==> src/rtl/count_ctrl.sv <==
// count_ctrl: count game controller; debounced start/stop, START_NUM->0 countdown.
// Ports: clk, rst (async, active-low), btn_start, btn_stop -> num, st, done, running.
// Build macro COUNT_PAUSE_EN: stop in RUN pauses instead of aborting to IDLE.

module count_ctrl_deb #(
  parameter int DEB_CYC = 20
) (
  input  logic clk,
  input  logic rst,
  input  logic raw,
  output logic evt
);

  localparam int DW = (DEB_CYC > 2) ? $clog2(DEB_CYC) : 1;
  localparam logic [DW-1:0] DEB_LAST = DW'(DEB_CYC - 1);
  localparam logic [DW-1:0] DEB_ONE  = DW'(1);

  logic          s1;
  logic          s2;
  logic          lvl;
  logic [DW-1:0] cnt;

  always_ff @(posedge clk or negedge rst) begin
    if (!rst) begin
      s1  <= 1'b0;
      s2  <= 1'b0;
      lvl <= 1'b0;
      cnt <= '0;
      evt <= 1'b0;
    end else begin
      s1  <= raw;
      s2  <= s1;
      evt <= 1'b0;
      if (s2 == lvl) begin
        cnt <= '0;
      end else if (cnt == DEB_LAST) begin
        // Level accepted; only a rising accepted level is an event.
        cnt <= '0;
        lvl <= s2;
        evt <= s2;
      end else begin
        cnt <= cnt + DEB_ONE;
      end
    end
  end

endmodule

module count_ctrl #(
  parameter int TICK_DIV  = 1000,
  parameter int DEB_CYC   = 20,
  parameter int START_NUM = 7
) (
  input  logic       clk,
  input  logic       rst,
  input  logic       btn_start,
  input  logic       btn_stop,
  output logic [2:0] num,
  output logic       st,
  output logic       done,
  output logic       running
);

  localparam int TW = (TICK_DIV > 2) ? $clog2(TICK_DIV) : 1;
  localparam logic [TW-1:0] TICK_LAST = TW'(TICK_DIV - 1);
  localparam logic [TW-1:0] TICK_ONE  = TW'(1);
  localparam logic [2:0]    NUM_INIT  = 3'(START_NUM);

  typedef enum logic [1:0] {
    S_IDLE  = 2'd0,
    S_RUN   = 2'd1,
    S_DONE  = 2'd2
`ifdef COUNT_PAUSE_EN
    ,
    S_PAUSE = 2'd3
`endif
  } state_t;

  state_t        state;
  state_t        state_n;
  logic [2:0]    num_n;
  logic [TW-1:0] tick;
  logic [TW-1:0] tick_n;
  logic          done_n;
  logic          start_evt;
  logic          stop_evt;
  logic          go;

  count_ctrl_deb #(
    .DEB_CYC(DEB_CYC)
  ) u_deb_start (
    .clk(clk),
    .rst(rst),
    .raw(btn_start),
    .evt(start_evt)
  );

  count_ctrl_deb #(
    .DEB_CYC(DEB_CYC)
  ) u_deb_stop (
    .clk(clk),
    .rst(rst),
    .raw(btn_stop),
    .evt(stop_evt)
  );

  // Stop always beats a coincident start.
  assign go = start_evt & ~stop_evt;

  always_comb begin
    state_n = state;
    num_n   = num;
    tick_n  = tick;
    done_n  = 1'b0;
    unique case (state)
      S_IDLE: begin
        num_n  = NUM_INIT;
        tick_n = '0;
        if (go) begin
          state_n = S_RUN;
        end
      end
      S_RUN: begin
        if (stop_evt) begin
`ifdef COUNT_PAUSE_EN
          state_n = S_PAUSE;
`else
          state_n = S_IDLE;
          num_n   = NUM_INIT;
          tick_n  = '0;
`endif
        end else if (tick != TICK_LAST) begin
          tick_n = tick + TICK_ONE;
        end else begin
          tick_n = '0;
          if (num != 3'd0) begin
            num_n = num - 3'd1;
          end
          if (num == 3'd1) begin
            state_n = S_DONE;
            done_n  = 1'b1;
          end
        end
      end
`ifdef COUNT_PAUSE_EN
      S_PAUSE: begin
        if (stop_evt) begin
          state_n = S_IDLE;
          num_n   = NUM_INIT;
          tick_n  = '0;
        end else if (start_evt) begin
          state_n = S_RUN;
        end
      end
`endif
      S_DONE: begin
        num_n  = 3'd0;
        tick_n = '0;
        if (stop_evt) begin
          state_n = S_IDLE;
          num_n   = NUM_INIT;
        end else if (start_evt) begin
          state_n = S_RUN;
          num_n   = NUM_INIT;
        end
      end
      default: begin
        state_n = S_IDLE;
        num_n   = NUM_INIT;
        tick_n  = '0;
      end
    endcase
  end

  always_ff @(posedge clk or negedge rst) begin
    if (!rst) begin
      state   <= S_IDLE;
      num     <= NUM_INIT;
      tick    <= '0;
      done    <= 1'b0;
      st      <= 1'b0;
      running <= 1'b0;
    end else begin
      state   <= state_n;
      num     <= num_n;
      tick    <= tick_n;
      done    <= done_n;
      st      <= (state_n != S_IDLE);
      running <= (state_n == S_RUN);
    end
  end

endmodule

==> config.mk <==
export PLATFORM = sky130hd
export DESIGN_NAME = count_ctrl
export DESIGN_NICKNAME = d
export VERILOG_FILES = /design/src/rtl/count_ctrl.sv
export SDC_FILE = /design/constraint.sdc
export NUM_CORES = 1
export LEC_CHECK = 0
export BUFFER_PORTS_ARGS = -buffer_cell sky130_fd_sc_hd__buf_2
export CAP_MARGIN = 20
export CORE_MARGIN = 1.5
export CORE_UTILIZATION = 59
export CTS_CLUSTER_SIZE = 10
export DETAILED_ROUTE_END_ITERATION = 10
export PLACE_DENSITY_LB_ADDON = 0.2
export SLEW_MARGIN = 20
export SYNTH_ARGS = -nofsm -noshare
export SYNTH_HDL_FRONTEND = slang
export SYNTH_SLANG_ARGS = --single-unit
==> constraint.sdc <==
create_clock -name clk -period 2.1 [get_ports clk]
set_clock_uncertainty 0.1 [all_clocks]
set_input_delay 0.315 -clock clk [delete_from_list [all_inputs] [get_ports clk]]
set_output_delay 0.315 -clock clk [all_outputs]
set_load 0.005 [all_outputs]
## Yosys cells after proc, flatten, opt, wreduce, memory -nomap -nowiden

Index checks and enable logic that the tools add are counted.

| storage, ports and cells | value |
|---|---|
| RAM bits | 0 |
| memories | 0 |
| flip-flop bits (word level) | 36 |
| output and inout port bits | 6 |
| bits in read-only memories | 0 |
| bits in latches | 0 |

| operators by class | value |
|---|---|
| shift operators | 0 |
| muxes and demuxes | 28 |
| div/mod/pow operators | 0 |
| magnitude comparators | 0 |
| bitwise gates (word level) | 4 |
| reduce and logical (&&, ||, !) cells | 6 |
| equality and inequality tests | 11 |
| $mul | 0 |
| add/subtract/negate cells | 4 |

Operators by type and width:

| kind | number |
|---|---|
| 2-to-1 mux 10 bit | 3 |
| 2-to-1 mux 5 bit | 4 |
| 2-to-1 mux 3 bit | 5 |
| 2-to-1 mux 2 bit | 6 |
| adder 10 x 1 -> 10 bit, second input constant | 1 |
| adder 5 x 1 -> 5 bit, second input constant | 2 |
| == test 5 bit, second input constant | 2 |
| inequality test 10 bit, second input constant | 1 |
| 2-to-1 mux 1 bit | 8 |
| inequality test 3 x 2 -> 1 bit, second input constant | 2 |
| case mux 2 bit (3 select lines) | 1 |
| case mux 3 bit (2 select lines) | 1 |
| AND reduction 2 bit | 3 |
| == test 2 x 1 -> 1 bit, second input constant | 2 |
| == test 3 x 1 -> 1 bit, second input constant | 1 |
| NOT 1 bit | 3 |
| nonzero test 3 bit | 1 |
| subtractor 3 x 1 -> 3 bit, second input constant | 1 |
| == test 1 bit | 2 |
| == test 2 bit, second input constant | 1 |
| zero test 2 bit | 1 |
| nonzero test 2 bit | 1 |
| bitwise AND 1 bit | 1 |

## Logic depth before layout (Yosys ltp)

Gate-level depths: netlist (run 1).

| depth | value |
|---|---|
| depth after elaboration | 6 |
| mapped depth | 6 |

## Cells and area by module

From an unflattened synthesis (run 1), not the netlist that was laid out.

| second synthesis, totals | value |
|---|---|
| cell total of the unflattened synthesis | 160 |
| area, all modules | 1756.7 um^2 |

By module, submodules not included:

| module | area each (um^2) | seq. area each (um^2) | cells an instance | instances |
|---|---|---|---|---|
| count_ctrl | 1006.0 | 454.2 | 102 | 1 |
| count_ctrl_deb | 375.4 | 225.2 | 29 | 2 |

## Worst setup path before layout (run 1)

OpenSTA, ideal clock, no wires.

| timing path | value |
|---|---|
| path type | register to register |
| start point | register tick[0] |
| end point | register num[0] |
| library setup time | 0.082 ns |
| data required time | 1.918 ns |
| cell stages (with the launch flop) | 6 |
| clock period less this slack | 1.735 ns |
| path buffers | 0 |
| setup slack | 0.365 ns |
| data arrival time | 1.553 ns |
| cells stage by stage | dfrtp_1 -> ha_1 -> nand2_1 -> or3_4 -> o21ai_4 -> mux2_4 |

| on the way | value |
|---|---|
| longest elaborated chain between the ends | 3 |

RTL lines:

| element | RTL line | source |
|---|---|---|
| start, declared | 82 | `logic [TW-1:0] tick;` |
| start signal, assigned | 186 | `tick <= tick_n;` |
| inequality test 10 bit | 132 | `end else if (tick != TICK_LAST) begin` |
| inequality test 3 x 2 -> 1 bit (no line) | n/a |  |
| AND reduction 2 bit (no line) | n/a |  |
| end signal, assigned | 185 | `num <= num_n;` |
| end, declared | 58 | `output logic [2:0] num,` |

Every way passes these cells.
A chain may end at the register's enable or synchronous reset.

## Final worst setup path (run 1)

| timing path | value |
|---|---|
| start point | register tick[0] |
| end point | register num[1] |

The elaborated chain is that of the path after synthesis.

==> results of run 1 <==
-- worst reg2reg max path, stage by stage, from the launching register on --
cell and delay [ps]:
dfrtp_1 390, ha_1 210, nand2_1 120, or3_4 450, o21ai_4 210, mux2_4 310
-- stage by stage --
stage	power, mW	hold WS [ps]	util	instances	worst slack (ps)
floorplan	0.745	-80.6	-	151	365
global placement	0.764	242	0.653	191	319
detailed placement	0.766	242	0.653	191	255
CTS	1.31	275	0.698	202	233
global route	1.34	289	0.699	202	139
finish	1.30	270	0.699	202	239
-- what timing repair did --
| action | 4_1_cts | 5_1_grt |
|---|---|---|
| resized for setup | 0 | 1 |
| setup endpoints to repair | 0 | 1 |
| hold buffers | 3 | 0 |
| hold endpoints to repair | 35 | 0 |
-- cell families (layout without fill, tap and decap cells) --
kind of cell	Yosys count	count (layout)
AND/OR/NAND/NOR	64	64
flip-flops	36	36
XOR/XNOR	17	17
AO/OA/AOI/OAI	12	12
adder cells (fa/ha/maj)	10	10
buffers and inverters	8	28
multiplexers	4	4
-- cells in the final DEF, fill, tap and decap left out, types with 3 or more instances in the layout --
| cell | netlist | layout |
|---|---|---|
| dfrtp_1 | 33 | 33 |
| nor2_1 | 20 | 20 |
| nand3_1 | 11 | 11 |
| ha_1 | 10 | 10 |
| xor2_1 | 9 | 9 |
| buf_2 | 0 | 9 |
| inv_1 | 8 | 8 |
| xnor2_1 | 8 | 8 |
| nand2_1 | 8 | 8 |
| and2_1 | 5 | 5 |
| nor3_1 | 5 | 5 |
| o21ai_0 | 5 | 5 |
| clkbuf_4 | 0 | 5 |
| nor2b_1 | 4 | 3 |
| dlygate4sd3_1 | 0 | 3 |
| dfstp_2 | 3 | 3 |
-- area by class of cell --
cell class                      instances  area [um2]  area share
Sequential cell                        36         905       0.473
Multi-Input combinational cell        107         768       0.402
Timing Repair Buffer                   12        75.1      0.0393
Clock buffer                            7        65.1      0.0340
Tap cell                               31        38.8      0.0203
Clock inverter                          1        30.0      0.0157
Inverter                                8        30.0      0.0157
-- state kept, by name (all words and copies together), names as in the netlist --
signal	flops
num	3
u_deb_stop.s2	1
u_deb_start.cnt	5
u_deb_stop.lvl	1
st	1
u_deb_start.s1	1
u_deb_start.evt	1
u_deb_stop.s1	1
u_deb_stop.evt	1
running	1
done	1
state	2
u_deb_start.s2	1
u_deb_stop.cnt	5
tick	10
u_deb_start.lvl	1
-- report_power, final --
group          total (mW)  internal (mW)  switching [mW]
Sequential          0.716          0.706         0.00965
Clock               0.541          0.316           0.225
Combinational      0.0401         0.0162          0.0239
Total                1.30           1.04           0.258
-- worst paths after layout --
check | start | to | slack, ps | cells after the start
worst max-delay path | tick[0] | num[1] | 240 | 5
worst min-delay path | u_deb_stop.s1 | u_deb_stop.s2 | 270 | 0
worst max register to register | tick[0] | num[1] | 240 | 5
worst min register to register | u_deb_stop.s1 | u_deb_stop.s2 | 270 | 0
max in group asynchronous | rst | u_deb_start.lvl | 930 | 2
min in group asynchronous | rst | u_deb_start.s1 | 480 | 2
-- routing by layer --
metal	wire [um]	track usage	vias up
li1	-	-	543
met4	47	0.0816	0
met2	1440	0.382	21
met1	1190	0.236	562
met3	126	0.0737	6
met5	0	0	-
==> summary.txt, run 1 <==
Power and ir drop
  – Leakage: 0.878 nW
  – Power per cell area: 678 mW/mm2
  – Max IR drop VDD: roughly 930 uV

CTS
  – Worst-Skew Late Latency: between 300 and 400 ps
  – Clk buf depth: 2
  – # Post-CTS Setup Buffers: 0
  – H-tree depth: 2
  – CTS buffer count: 5
  – CTS tree: built
  – Root Driver: clkbuf_4
  – CTS Sinks: 36
  – Clock slew at reported path FFs: 110 ps

Synth
  – Commonest cells in the netlist: 33 x dfrtp_1, 20 x nor2_1, 11 x nand3_1, 10 x ha_1, 9 x xor2_1
  – Main synth FF type: dfrtp_1
  – Combinational family with the most area after synthesis: simple AND/OR/NAND/NOR gates
  – Async S/R FF share, synth: 1.00
  – Simple-gate share of the synthesized area: 0.204
  – Post-Synthesis Cell Area: 0.00170 mm2
  – Synth area leader: dfrtp_1
  – Seq/Total Area, Yosys: 0.532
  – Warnings from Yosys: 0
  – Compound-cell area share of the yosys netlist: 0.0545
  – Mux share of post-synthesis cell area: 0.0309
  – Post-Syn Nets: 165
  – Post-synthesis adder-cell area fraction: 0.0736
  – EDFF count, synth: 0
  – Synth top area cells: dfrtp_1 49%, ha_1 7.4%, dfstp_2 4.6%
  – Post-synth top area share: 0.486
  – Post-synthesis cell count: 151
  – Synth cell types: 30
  – Register bit total from synthesis: 36
  – Count leader, synth: dfrtp_1
  – Avg Inst Size Synth: 11.3 um2
  – Xor-xnor portion of the synthesized cell area: 0.0876

Critical path
  – Critical Path RT: 2270 ps
  – Max stage delay on crit path: about 450 ps
  – Critical Path AT: between 2000 and 2500 ps
  – Worst Setup End Kind: flip-flop
  – Critical path startpoint category: flip-flop
  – Critical path's top delay family: simple AND/OR/NAND/NOR gates
  – Crit-path max FO: 5
  – Max stage delay cell, worst path: or3_4
  – Critical Path, Cell by Cell: ha_1 -> nand2_1 -> or3_4 -> o21ai_4 -> mux2_4
  – Worst Setup Path Type: flip-flop to flip-flop
  – CP bufs+invs: 0

Final layout
  – Fin nets: around 180
  – Fraction of layout cells with a size suffix above 1: 0.181
  – Final instance area: 0.00191 mm2
  – # diodes: 0
  – Fillers: about 220
  – Layout area overhead: 12.4%

Placed design
  – Placed cell area: 0.00178 mm2
  – Port-buffer cells: 9
  – GP Congestion: between 0.7 and 0.8
  – Dpl hpwl: approximately 2.0 mm

Status
  – Status: finished, final reports clean

GRT
  – Vias in the first global route: approximately 1200
  – First-pass GRT wire length: about 5.2 mm
  – Largest net degree at the start of global routing: 37
  – Gr usage total: 0.216
  – Grt total ovfl: 0
  – Antenna violations before repair: 0

Drt
  – Post-Route WL: 2.80 mm
  – Initial DRC Count: 51
  – Vias/cell: 5.60
  – Remaining routing DRC violations: 0
  – First-pass DRT Iterations: 4
  – Antenna Nets Post-Route: 0
  – Vias: between 1000 and 1500
  – Drt wl/cell: ~14 um

Floorplanning
  – Initial Utilization: 0.622
  – Core box area: 0.00273 mm2
  – Row count: 19
  – Die Height: 56.7 um
  – Die area: 0.00321 mm2
  – Die X: 56.7 um
  – Top-Level Pins: 10

STA
  – Min cycle time layout: 1860 ps
  – Endpoints failing setup: 0
  – Post-route setup TNS: 0 ps
  – Normalized max-slew margin: 0.482
  – Max Fclk: about 540 MHz
  – Crit share post-route: 0.886
  – Final Hold Viols: 0
  – Final count of pins violating max slew: 0
  – Worst Tran Pin Value: 777 ps
  – RSZ-0062 raised after global routing: false

Worst hold path
  – Min-Delay Path Class: flip-flop to flip-flop

Job
  – Max-cap violations: 0
Power figures use the tool's default switching activity.
==> run 2: changes to the inputs <==
- PLACE_DENSITY: not set -> 0.78
- PLACE_DENSITY_LB_ADDON: 0.2 -> not set
==> summary.txt, run 2 (synthesis results as in run 1) <==
Critical path
  – Crit-path max FO: 5
  – Reg2reg start: tick[0]
  – Critical Path AT: 2010 ps
  – Max stage delay on crit path: 440 ps
  – R2R Path End: num[1]
  – Critical Path RT: 2260 ps
  – Worst Setup Path Type: flip-flop to flip-flop
  – Critical path startpoint category: flip-flop
  – Worst Setup End Kind: flip-flop
  – Critical Path, Cell by Cell: ha_1 -> nand2_1 -> or3_4 -> o21ai_4 -> mux2_4
  – Max stage delay cell, worst path: or3_4
  – Worst-case reg-to-reg path depth: 5
  – Reg2Reg Setup Slack: about 250 ps
  – CP Launch Point: tick[0]

Placed design
  – Post-Place Worst Slack: 268 ps
  – GP Congestion: 0.833
  – Dpl hpwl: 1.91 mm
  – Port-buffer cells: 9

Floorplanning
  – Die X: 56.7 um
  – Die Height: between 50 and 60 um
  – Row count: 19
  – Core box area: 0.00273 mm2
  – Top-Level Pins: 10
  – Initial Utilization: 0.622
  – Die area: ~0.0032 mm2

GRT
  – Largest net degree at the start of global routing: 37
  – Gr usage total: 0.190
  – Grt total ovfl: 0
  – Antenna violations before repair: 0
  – Vias in the first global route: 1174
  – First-pass GRT wire length: 4.73 mm

Final layout
  – Biggest register: tick
  – Max FFs per register: 10
  – Leading cell type in the layout, fill and taps excluded: dfrtp_1
  – Top Registers: tick x10, u_deb_start.cnt x5, u_deb_stop.cnt x5
  – # diodes: 0
  – Fillers: 201
  – Fin nets: 184
  – Most frequent cells in the layout: 33 x dfrtp_1, 20 x nor2_1, 11 x nand3_1
  – Fraction of layout cells with a size suffix above 1: 0.164
  – Layout area overhead: 9.64%

CTS
  – # Post-CTS Setup Buffers: 0
  – H-tree depth: 2
  – Post-CTS sizing: 0
  – Clk buf depth: 2
  – Root Driver: clkbuf_4
  – Clock slew at reported path FFs: 110 ps
  – CTS Sinks: 36
  – Worst-Skew Late Latency: 320 ps
  – CTS buffer count: 5
  – CTS tree: built
  – Hold buffers post-CTS: 3

Drt
  – Remaining routing DRC violations: 0
  – First-pass DRT Iterations: 3
  – Drt wl/cell: 12.7 um
  – Vias/cell: 5.36
  – Vias: ~1100
  – Antenna Nets Post-Route: 0
  – Initial DRC Count: 16
  – Post-Route WL: 2.56 mm

Power and ir drop
  – Max IR drop VDD: 625 uV
  – Pwr Total: 1.09 mW
  – Leakage: 0.856 nW
  – Power per cell area: around 600 mW/mm2

STA
  – Normalized max-slew margin: 0.494
  – Min cycle time layout: 1850 ps
  – Endpoints failing setup: 0
  – Worst Tran Pin Value: 758 ps
  – RSZ-0062 raised after global routing: false
  – Min Hold Slack: 264 ps
  – Max Fclk: 540 MHz
  – Setup WS post-layout: 247 ps
  – Final count of pins violating max slew: 0
  – Post-route setup TNS: 0 ps
  – Final Hold Viols: 0
  – Crit share post-route: 0.882

Worst hold path
  – Hold Path Depth: 0
  – Worst Hold Launch: u_deb_start.s1
  – WHS Endpoint: u_deb_start.s2
  – Min-Delay Path Class: flip-flop to flip-flop

Job
  – Max-cap violations: 0

Status
  – Status: finished, final reports clean
==> run 2: changes by cell type in the layout (fill, tap and decap cells not counted), sizes merged <==
cell,before,now
bufinv,1,0
clkinv,0,1
==> run 2: per-stage QoR <==
step / utilization / area (um2) / std cells
after detailed placement: 0.653 / 1780 / 191
after floorplan: - / 1700 / 151
after global placement: 0.653 / 1780 / 191
after global routing: 0.682 / 1860 / 202
final: 0.682 / 1860 / 202
after CTS: 0.682 / 1860 / 202
==> run 2: critical path: cells and delay by family (launching register included) <==
kind                     cells  cell delay (ps)
AND/OR/NAND/NOR              2              560
flip-flops                   1              390
multiplexers                 1              310
adder cells (fa/ha/maj)      1              220
AO/OA/AOI/OAI                1              200
==> run 2: worst max path at each step <==
stage,end,slack (ps),cells after the start
3_5_place_dp,num[1],270,5
2_1_floorplan,num[0],370,5
6_report,num[1],250,5
5_1_grt,tick[0],70,5
4_1_cts,tick[6],250,5
3_3_place_gp,num[0],330,5
==> run 2: per-layer routing <==
layer / global-route usage / up-vias / routed length [um]
met5: 0 / - / 0
met4: 0.0578 / 0 / 10
met3: 0.0622 / 2 / 105
met2: 0.326 / 17 / 1260
met1: 0.227 / 516 / 1190
li1: - / 548 / -
==> run 2: area by class of cell <==
type                       instances  area, um2  area share
clock inverter                     1       5.00     0.00268
timing repair buffer              12       75.1      0.0403
sequential                        36        905       0.485
multi-input combinational        107        766       0.411
tap                               31       38.8      0.0208
inverter                           8       30.0      0.0161
clock buffer                       7       45.0      0.0242
==> run 2: where the power goes <==
| part | switching, mW | leakage (nW) | total (mW) | internal [mW] |
|---|---|---|---|---|
| Clock | 0.206 | 0.0293 | 0.336 | 0.131 |
| Combinational | 0.0234 | 0.348 | 0.0396 | 0.0161 |
| Sequential | 0.00985 | 0.478 | 0.716 | 0.706 |
